[src/rtl/thumb_fetch_queue_pkg.sv]
// Shared Thumb fetch definitions: the halfword type and the leading-bit
// patterns that mark the first half of a 32-bit Thumb-2 instruction.
package thumb_fetch_queue_pkg;

  typedef logic [15:0] halfword_t;

  // Bits [15:11] of a halfword that opens a 32-bit encoding.
  localparam logic [4:0] PREFIX32_A = 5'b11101;
  localparam logic [4:0] PREFIX32_B = 5'b11110;
  localparam logic [4:0] PREFIX32_C = 5'b11111;

  // True when the halfword is the first half of a 32-bit encoding.
  function automatic logic is_prefix32(input halfword_t hw);
    return (hw[15:11] == PREFIX32_A) ||
           (hw[15:11] == PREFIX32_B) ||
           (hw[15:11] == PREFIX32_C);
  endfunction

endpackage

[src/rtl/thumb_len_dec.sv]
// Thumb instruction length decoder: flags a halfword that starts a 32-bit
// encoding. Purely combinational so pre-decode can share it.
module thumb_len_dec
  import thumb_fetch_queue_pkg::*;
(
  input  halfword_t hw,
  output logic      is32
);

  // Length class comes straight from the top five bits.
  always_comb begin
    is32 = is_prefix32(hw);
  end

endmodule

[src/rtl/thumb_fetch_queue.sv]
// Thumb fetch queue: a circular halfword buffer fed by multi-lane fetch
// beats, presenting one assembled 16- or 32-bit instruction at its head.
module thumb_fetch_queue
  import thumb_fetch_queue_pkg::*;
#(
  parameter int FETCH_HW = 2,
  parameter int DEPTH    = 8
) (
  input  logic                         clk,
  input  logic                         rst,
  input  logic [16*FETCH_HW-1:0]       in_hw,
  input  logic [$clog2(FETCH_HW+1)-1:0] in_cnt,
  input  logic                         in_valid,
  output logic                         in_ready,
  input  logic                         flush,
  output logic [31:0]                  inst,
  output logic                         inst_is32,
  output logic                         out_valid,
  input  logic                         out_ready,
  output logic [$clog2(DEPTH+1)-1:0]   occupancy
);

  localparam int PW = $clog2(DEPTH);
  localparam int OW = $clog2(DEPTH+1);
  localparam int CW = $clog2(FETCH_HW+1);

  halfword_t         mem_reg [DEPTH];
  logic [PW-1:0]     rd_ptr_reg, rd_ptr_next;
  logic [PW-1:0]     wr_ptr_reg, wr_ptr_next;
  logic [OW-1:0]     occ_reg, occ_next;

  halfword_t         head_hw, head2_hw;
  logic              head_is32;
  logic              push, pop;
  logic [CW-1:0]     push_cnt;
  logic [1:0]        pop_cnt;

  halfword_t         lane_hw  [FETCH_HW];
  logic [PW-1:0]     lane_idx [FETCH_HW];
  logic              lane_we  [FETCH_HW];

  // Space check uses registered occupancy only; a same-cycle pop earns no credit.
  assign in_ready = (occ_reg <= OW'(DEPTH - FETCH_HW));

  assign head_hw  = mem_reg[rd_ptr_reg];
  assign head2_hw = mem_reg[rd_ptr_reg + PW'(1)];

  thumb_len_dec u_len_dec (
    .hw   (head_hw),
    .is32 (head_is32)
  );

  // A lone prefix waits for its second half; anything else needs one entry.
  assign out_valid = ((occ_reg >= OW'(1)) && !head_is32) || (occ_reg >= OW'(2));
  assign inst      = !out_valid ? 32'h0000_0000 :
                     head_is32  ? {head_hw, head2_hw} : {16'h0000, head_hw};
  assign inst_is32 = out_valid && head_is32;
  assign occupancy = occ_reg;

  assign push     = in_valid && in_ready && !flush;
  assign pop      = out_valid && out_ready && !flush;
  assign push_cnt = push ? in_cnt : '0;
  assign pop_cnt  = !pop ? 2'd0 : (head_is32 ? 2'd2 : 2'd1);

  // Per-lane write slot and enable; lanes above in_cnt stay idle.
  generate
    for (genvar gi = 0; gi < FETCH_HW; gi++) begin : g_lane
      assign lane_hw[gi]  = in_hw[gi*16 +: 16];
      assign lane_idx[gi] = wr_ptr_reg + PW'(gi);
      assign lane_we[gi]  = push && (CW'(gi) < in_cnt);
    end
  endgenerate

  // Pointer and occupancy update; flush clears everything, reset wins over all.
  always_comb begin
    rd_ptr_next = rd_ptr_reg + PW'(pop_cnt);
    wr_ptr_next = wr_ptr_reg + PW'(push_cnt);
    occ_next    = occ_reg + OW'(push_cnt) - OW'(pop_cnt);
    if (flush) begin
      rd_ptr_next = '0;
      wr_ptr_next = '0;
      occ_next    = '0;
    end
  end

  // Registered queue control state.
  always_ff @(posedge clk) begin
    if (rst) begin
      rd_ptr_reg <= '0;
      wr_ptr_reg <= '0;
      occ_reg    <= '0;
    end else begin
      rd_ptr_reg <= rd_ptr_next;
      wr_ptr_reg <= wr_ptr_next;
      occ_reg    <= occ_next;
    end
  end

  // Halfword storage: plain flops, contents need no reset.
  always_ff @(posedge clk) begin
    for (int i = 0; i < FETCH_HW; i++) begin
      if (lane_we[i]) begin
        mem_reg[lane_idx[i]] <= lane_hw[i];
      end
    end
  end

endmodule

[config.mk]
export PLATFORM = sky130hd
export DESIGN_NAME = thumb_fetch_queue
export DESIGN_NICKNAME = d
export VERILOG_FILES = /design/src/rtl/thumb_fetch_queue_pkg.sv /design/src/rtl/thumb_len_dec.sv /design/src/rtl/thumb_fetch_queue.sv
export SDC_FILE = /design/constraint.sdc
export NUM_CORES = 1
export LEC_CHECK = 0
export ABC_AREA = 1
export BUFFER_PORTS_ARGS = -buffer_cell sky130_fd_sc_hd__buf_2
export CORE_ASPECT_RATIO = 1.25
export CORE_UTILIZATION = 34
export CTS_CLUSTER_DIAMETER = 50
export DETAILED_ROUTE_END_ITERATION = 16
export MAX_ROUTING_LAYER = met4
export PLACE_DENSITY_LB_ADDON = 0.2
export RECOVER_POWER = 100
export SYNTH_ARGS = -nofsm -noshare
export SYNTH_HDL_FRONTEND = slang
export SYNTH_HIERARCHICAL = 1
export SYNTH_SLANG_ARGS = --single-unit
[constraint.sdc]
create_clock -name clk -period 6.25 [get_ports clk]
set_input_delay 1.5625 -clock clk [delete_from_list [all_inputs] [get_ports clk]]
set_output_delay 1.5625 -clock clk [all_outputs]
set_load 0.01 [all_outputs]
# After elaboration in Yosys (flattened, before gate mapping)
# Memory sizes are Yosys's and may differ from the RTL's. A register that Yosys moved wholly into a read port is not among the register bits.
# Index checks and enable logic that the tools add are counted.
# totals
input_bits	39
regBits	10
ramBits	128
out_inout_bits	39
memories	1
word_cells	42
# op_classes
order_cmp	5
n_reduce_logical	14
addsub	6
n_eq_ne	3
muxes	10
# memory_table
name	depth	width	read_ports	rd_ports_with_merged_regs	write_ports	line_no	text
mem_reg	8	16	2	1	2	thumb_fetch_queue.sv:27	halfword_t mem_reg [DEPTH];
# op_table
op	count
$mux 32	2
$eq 5x5->1 const B	3
$logic_and 1x1->1	8
$add 3x1->3 const B	2
$add 3x2->3	2
$mux 2	3
$add 4x2->4	1
$ge 4x1->1 const B	1
$ge 4x2->1 const B	1
$le 4x3->1 const B	1
$lt 1x2->1 const A	2
$mux 1	4
$sub 4x2->4	1
$logic_or 1x1->1	3
$mux 3	1
$logic_not 1->1	2
$reduce_or 2->1	1

# Logic depth before layout (Yosys ltp)
# logic_depth
ltp_word	11
ltp_mapped	20
mapped_depth_nobuf	17

# Cells and area by module
# The synthesis kept the hierarchy.
# modules_own_cells
module	seq_area_each_um2	area_per_inst_um2	cells_each	n_inst
thumb_fetch_queue	4043.9	9495.4	1312	1
thumb_len_dec	0.0	12.5	3	1

# Least setup slack after synthesis
# Ideal clock, no wire load.
# synth_timing
path_type	reg-to-output
from	register rd_ptr_reg[1]
to	output inst[10]
required_time_ns	4.688
path_slack_ns	2.391
path_buffers	4
stages_incl_launch_ff	14
arrival_ns	2.297
path_cell_list	dfxtp_1 > buf_2 > inv_1 > clkbuf_1 > nand3_1 > nand3_1 > nand2_1 > nor2_1 > nor2_1 > clkbuf_1 > o21bai_2 > clkbuf_1 > nand2_1 > nor2_1
# synth_via
elab_chain_cells	4
# synth_rtl
item	line_no	text
from (decl)	thumb_fetch_queue.sv:28	logic [PW-1:0] rd_ptr_reg, rd_ptr_next;
from (signal assigned)	thumb_fetch_queue.sv:93	rd_ptr_reg <= rd_ptr_next;
$add 3x1->3	thumb_fetch_queue.sv:46	assign head2_hw = mem_reg[rd_ptr_reg + PW'(1)];
$mem_v2 8x16	n/a	
$mux 32	thumb_fetch_queue.sv:56	head_is32 ? {head_hw, head2_hw} : {16'h0000, head_hw};
$mux 32	thumb_fetch_queue.sv:55	assign inst = !out_valid ? 32'h0000_0000 :
to (decl)	thumb_fetch_queue.sv:16	output logic [31:0] inst,
# Every way passes these cells.

==> impl_results.md <==
* Number of filler instances in the final layout at 2878
* Post-synthesis area per instance at slightly above 7 um^2
* Routed WL per cell at just over 20 um
* Number of flops mapped to enable cells by yosys at about 130
* Number of rows in the core area at 68
* HPWL after detailed placement at 23200 um
* Hold_ws at roughly 0.66 ns
* Largest net degree at the start of global routing at 89
* Final sum of negative setup slack at 0 ns
* Nets in the synthesized netlist at between 1000 and 1500
* Path depth of the worst reg2reg path at 9
* Buffers plus inverters on the worst setup path at 2
* CTS Buffer Depth at 2
* Max_cap viols at 2
* Register bit total from synthesis at 138
* Number of buffers inserted by post-CTS setup repair at 0
* Max IR drop VDD at approximately 0.12 mV
* Vias after detailed routing at around 9000
* Detailed Route WL at 34400 um
* Critical path capture point type: register
* Data required, critical path at 6.30 ns
* Starting utilization of the core area at about 34%
* Total power density per cell area at between 200 and 250 mW/mm^2
* Unrepaired setup endpoints after global routing: no
* Final weighted congestion in routability-driven placement at 0.904
* Number of instances resized during post-cts repair at 0
* Type of the most critical hold path: register to register
* Clock-pin slew on the worst setup and hold paths at 0.06 ns
* Die H at between 150 and 200 um
* Commonest cells after routing, fill and taps aside: sky130_fd_sc_hd__nand2_1 (570), sky130_fd_sc_hd__nand3_1 (337), sky130_fd_sc_hd__edfxtp_1 (128)
* Relative area change from synthesis to final layout at 8.23%
* Final hold vios at 0
* Area of the die at 0.0286 mm^2
* Count of unresolved DRC violations after routing at 0
* Cells along the critical path: clkbuf_1 -> inv_1 -> nand3_1 -> nor2_1 -> nand2_2 -> nand2_1
* Antenna violations before repair at 0
* Leak Pwr at 4.45 nW
* Synth Warn # at 6
* Count of cell instances traversed by the critical path at 6
* Router iterations before antenna repair at 8
* Number of global-route vias before repair at 7943
* Count of distinct cell types in the synthesized netlist at 30
* Maximum fanout along the worst path at 27
* Number of cells traversed by the worst hold path at 2
* Core utilization of the finished layout at approximately 37%
* Count of hold buffers inserted by post-cts repair at 0
* Overall die width at between 150 and 200 um
* Actual transition at the worst max-transition pin at 2.49 ns
* Total track usage at 25.4%
* Failing checks: max-capacitance violations, max-slew violations
* Most common cell after layout, fill and taps aside: sky130_fd_sc_hd__nand2_1
* Relative slew slack at -66.9%
* Number of port buffers at 77
* CTS Root Cell: sky130_fd_sc_hd__clkbuf_16
* Number of buffers created by CTS at 17
* Post-synthesis instance area at 0.00951 mm^2
* Final number of setup-violating endpoints at 0
* Min Clock Period, post-route at 5.66 ns
* Highest cell delay on the worst timing path at about 1.9 ns
* Peak clock frequency supported by timing at 0.177 GHz
* Crit Path Class: primary input to register
* Cell type group with the largest total delay on the critical path: simple AND/OR/NAND/NOR gates
* Part of the Yosys area used for sequential elements at a little over two fifths
* Proportion of synthesized flip-flops having asynchronous set or reset at 0%
* IO Count at between 70 and 80
* Instance count of the mapped netlist at 1315
* Status: complete, but fails checks
* Startpoint Class: primary input
* Count of pins over their slew limit at between 100 and 150
* Max Clock Skew at 0.0109 ns
* Data arrival time at the worst-slack endpoint at 5.71 ns
* Violation count after the first detailed-routing iteration at between 1000 and 1500
* Crit-path slowest cell: sky130_fd_sc_hd__nor2_1
* Via-per-instance ratio at 5.37
* Largest register FFs at 128
* Net count, final at about 1400
* Fraction of final layout cells with drive strength greater than 1 at 8.60%
* N_diodes at 0
* First-pass GRT wire length at 51600 um
* Most used DFF post-synth: sky130_fd_sc_hd__edfxtp_1
* GRT overflow at 0
* Antenna Nets Post-Route at 0
* Sinks on Clock Net at 138
* TritonCTS clock tree: yes
* Clock latency of the later-clocked register in the worst-skew pair at 0.43 ns
* Final cycle utilization of the critical path at 90.6%
* Placeable core region at 0.0276 mm^2
* Count of H-tree levels built during CTS at 4
## cell families (layout without fill, tap and decap cells)
family                   count (synthesis)  in the layout  share of synthesized area, %
AO/OA/AOI/OAI                           19             19                          1.08
XOR/XNOR                                 4              4                         0.566
adder cells (fa/ha/maj)                 14             14                          2.16
buffers and inverters                  151            161                          8.33
flip-flops                             138            138                          42.5
AND/OR/NAND/NOR                        989            989                          45.3
## path summary, 6_finish.rpt
| path | start | end | slack, ns |
|---|---|---|---|
| min reg2reg | rd_ptr_reg[2] | rd_ptr_reg[2] | 0.66 |
| min | rd_ptr_reg[2] | rd_ptr_reg[2] | 0.66 |
| max | flush | mem_reg[1][1] | 0.59 |
| max reg2reg | occupancy[3] | mem_reg[1][1] | 1.18 |
## metal layers
| metal | routed length (um) | track usage, % |
|---|---|---|
| met5 | 0 | - |
| met2 | 15400 | 36.8 |
| met1 | 15700 | 37.3 |
| met4 | 545 | 6.63 |
| met3 | 2690 | 2.99 |
## area by class of cell
cell class / instances / area, um^2 / share of cell area, %
clock buffers: 19 / 433 / 4.21
clock inverters: 13 / 129 / 1.25
inverters: 33 / 125 / 1.22
multi-input cells: 1026 / 4660 / 45.3
flip-flops and latches: 138 / 4050 / 39.3
well taps: 350 / 438 / 4.26
repair buffers: 96 / 455 / 4.43
## worst min-delay path, cell delays in order, from the launching register on
cell	delay, ns
sky130_fd_sc_hd__dfxtp_1	0.40
sky130_fd_sc_hd__xnor2_1	0.19
sky130_fd_sc_hd__nor2_1	0.04
## where the power goes
group          switching (mW)  total [mW]  leakage (nW)  internal (mW)
Sequential             0.0192        1.05          1.24           1.03
Combinational           0.224       0.319          2.94         0.0954
Clock                   0.404       0.987         0.272          0.583
Total                   0.647        2.35          4.45           1.71
## synthesized netlist by cell type, drive strengths merged, types with 4 or more instances
cell	instances	area (um^2)
clkbuf	30	113
inv	32	120
a21oi	17	85.1
nand3	341	1730
ha	10	125
nor3	9	45.0
nand2	582	2240
edfxtp	128	3840
dfxtp	10	200
buf	88	556
fa	4	80.1
nor2	56	290
## stage by stage
step / total power, mW / cell area (um^2) / cells / worst slack [ns]
after floorplan: 1.29 / 9510 / 1315 / 2.39
after global placement: 1.39 / 9820 / 1643 / 1.60
after detailed placement: 1.39 / 9820 / 1643 / 1.53
after CTS: 2.37 / 10400 / 1675 / 1.04
after global routing: 2.44 / 10300 / 1675 / 0.342
final: 2.35 / 10300 / 1675 / 0.586
No activity file was read; power rests on OpenSTA's default activity.
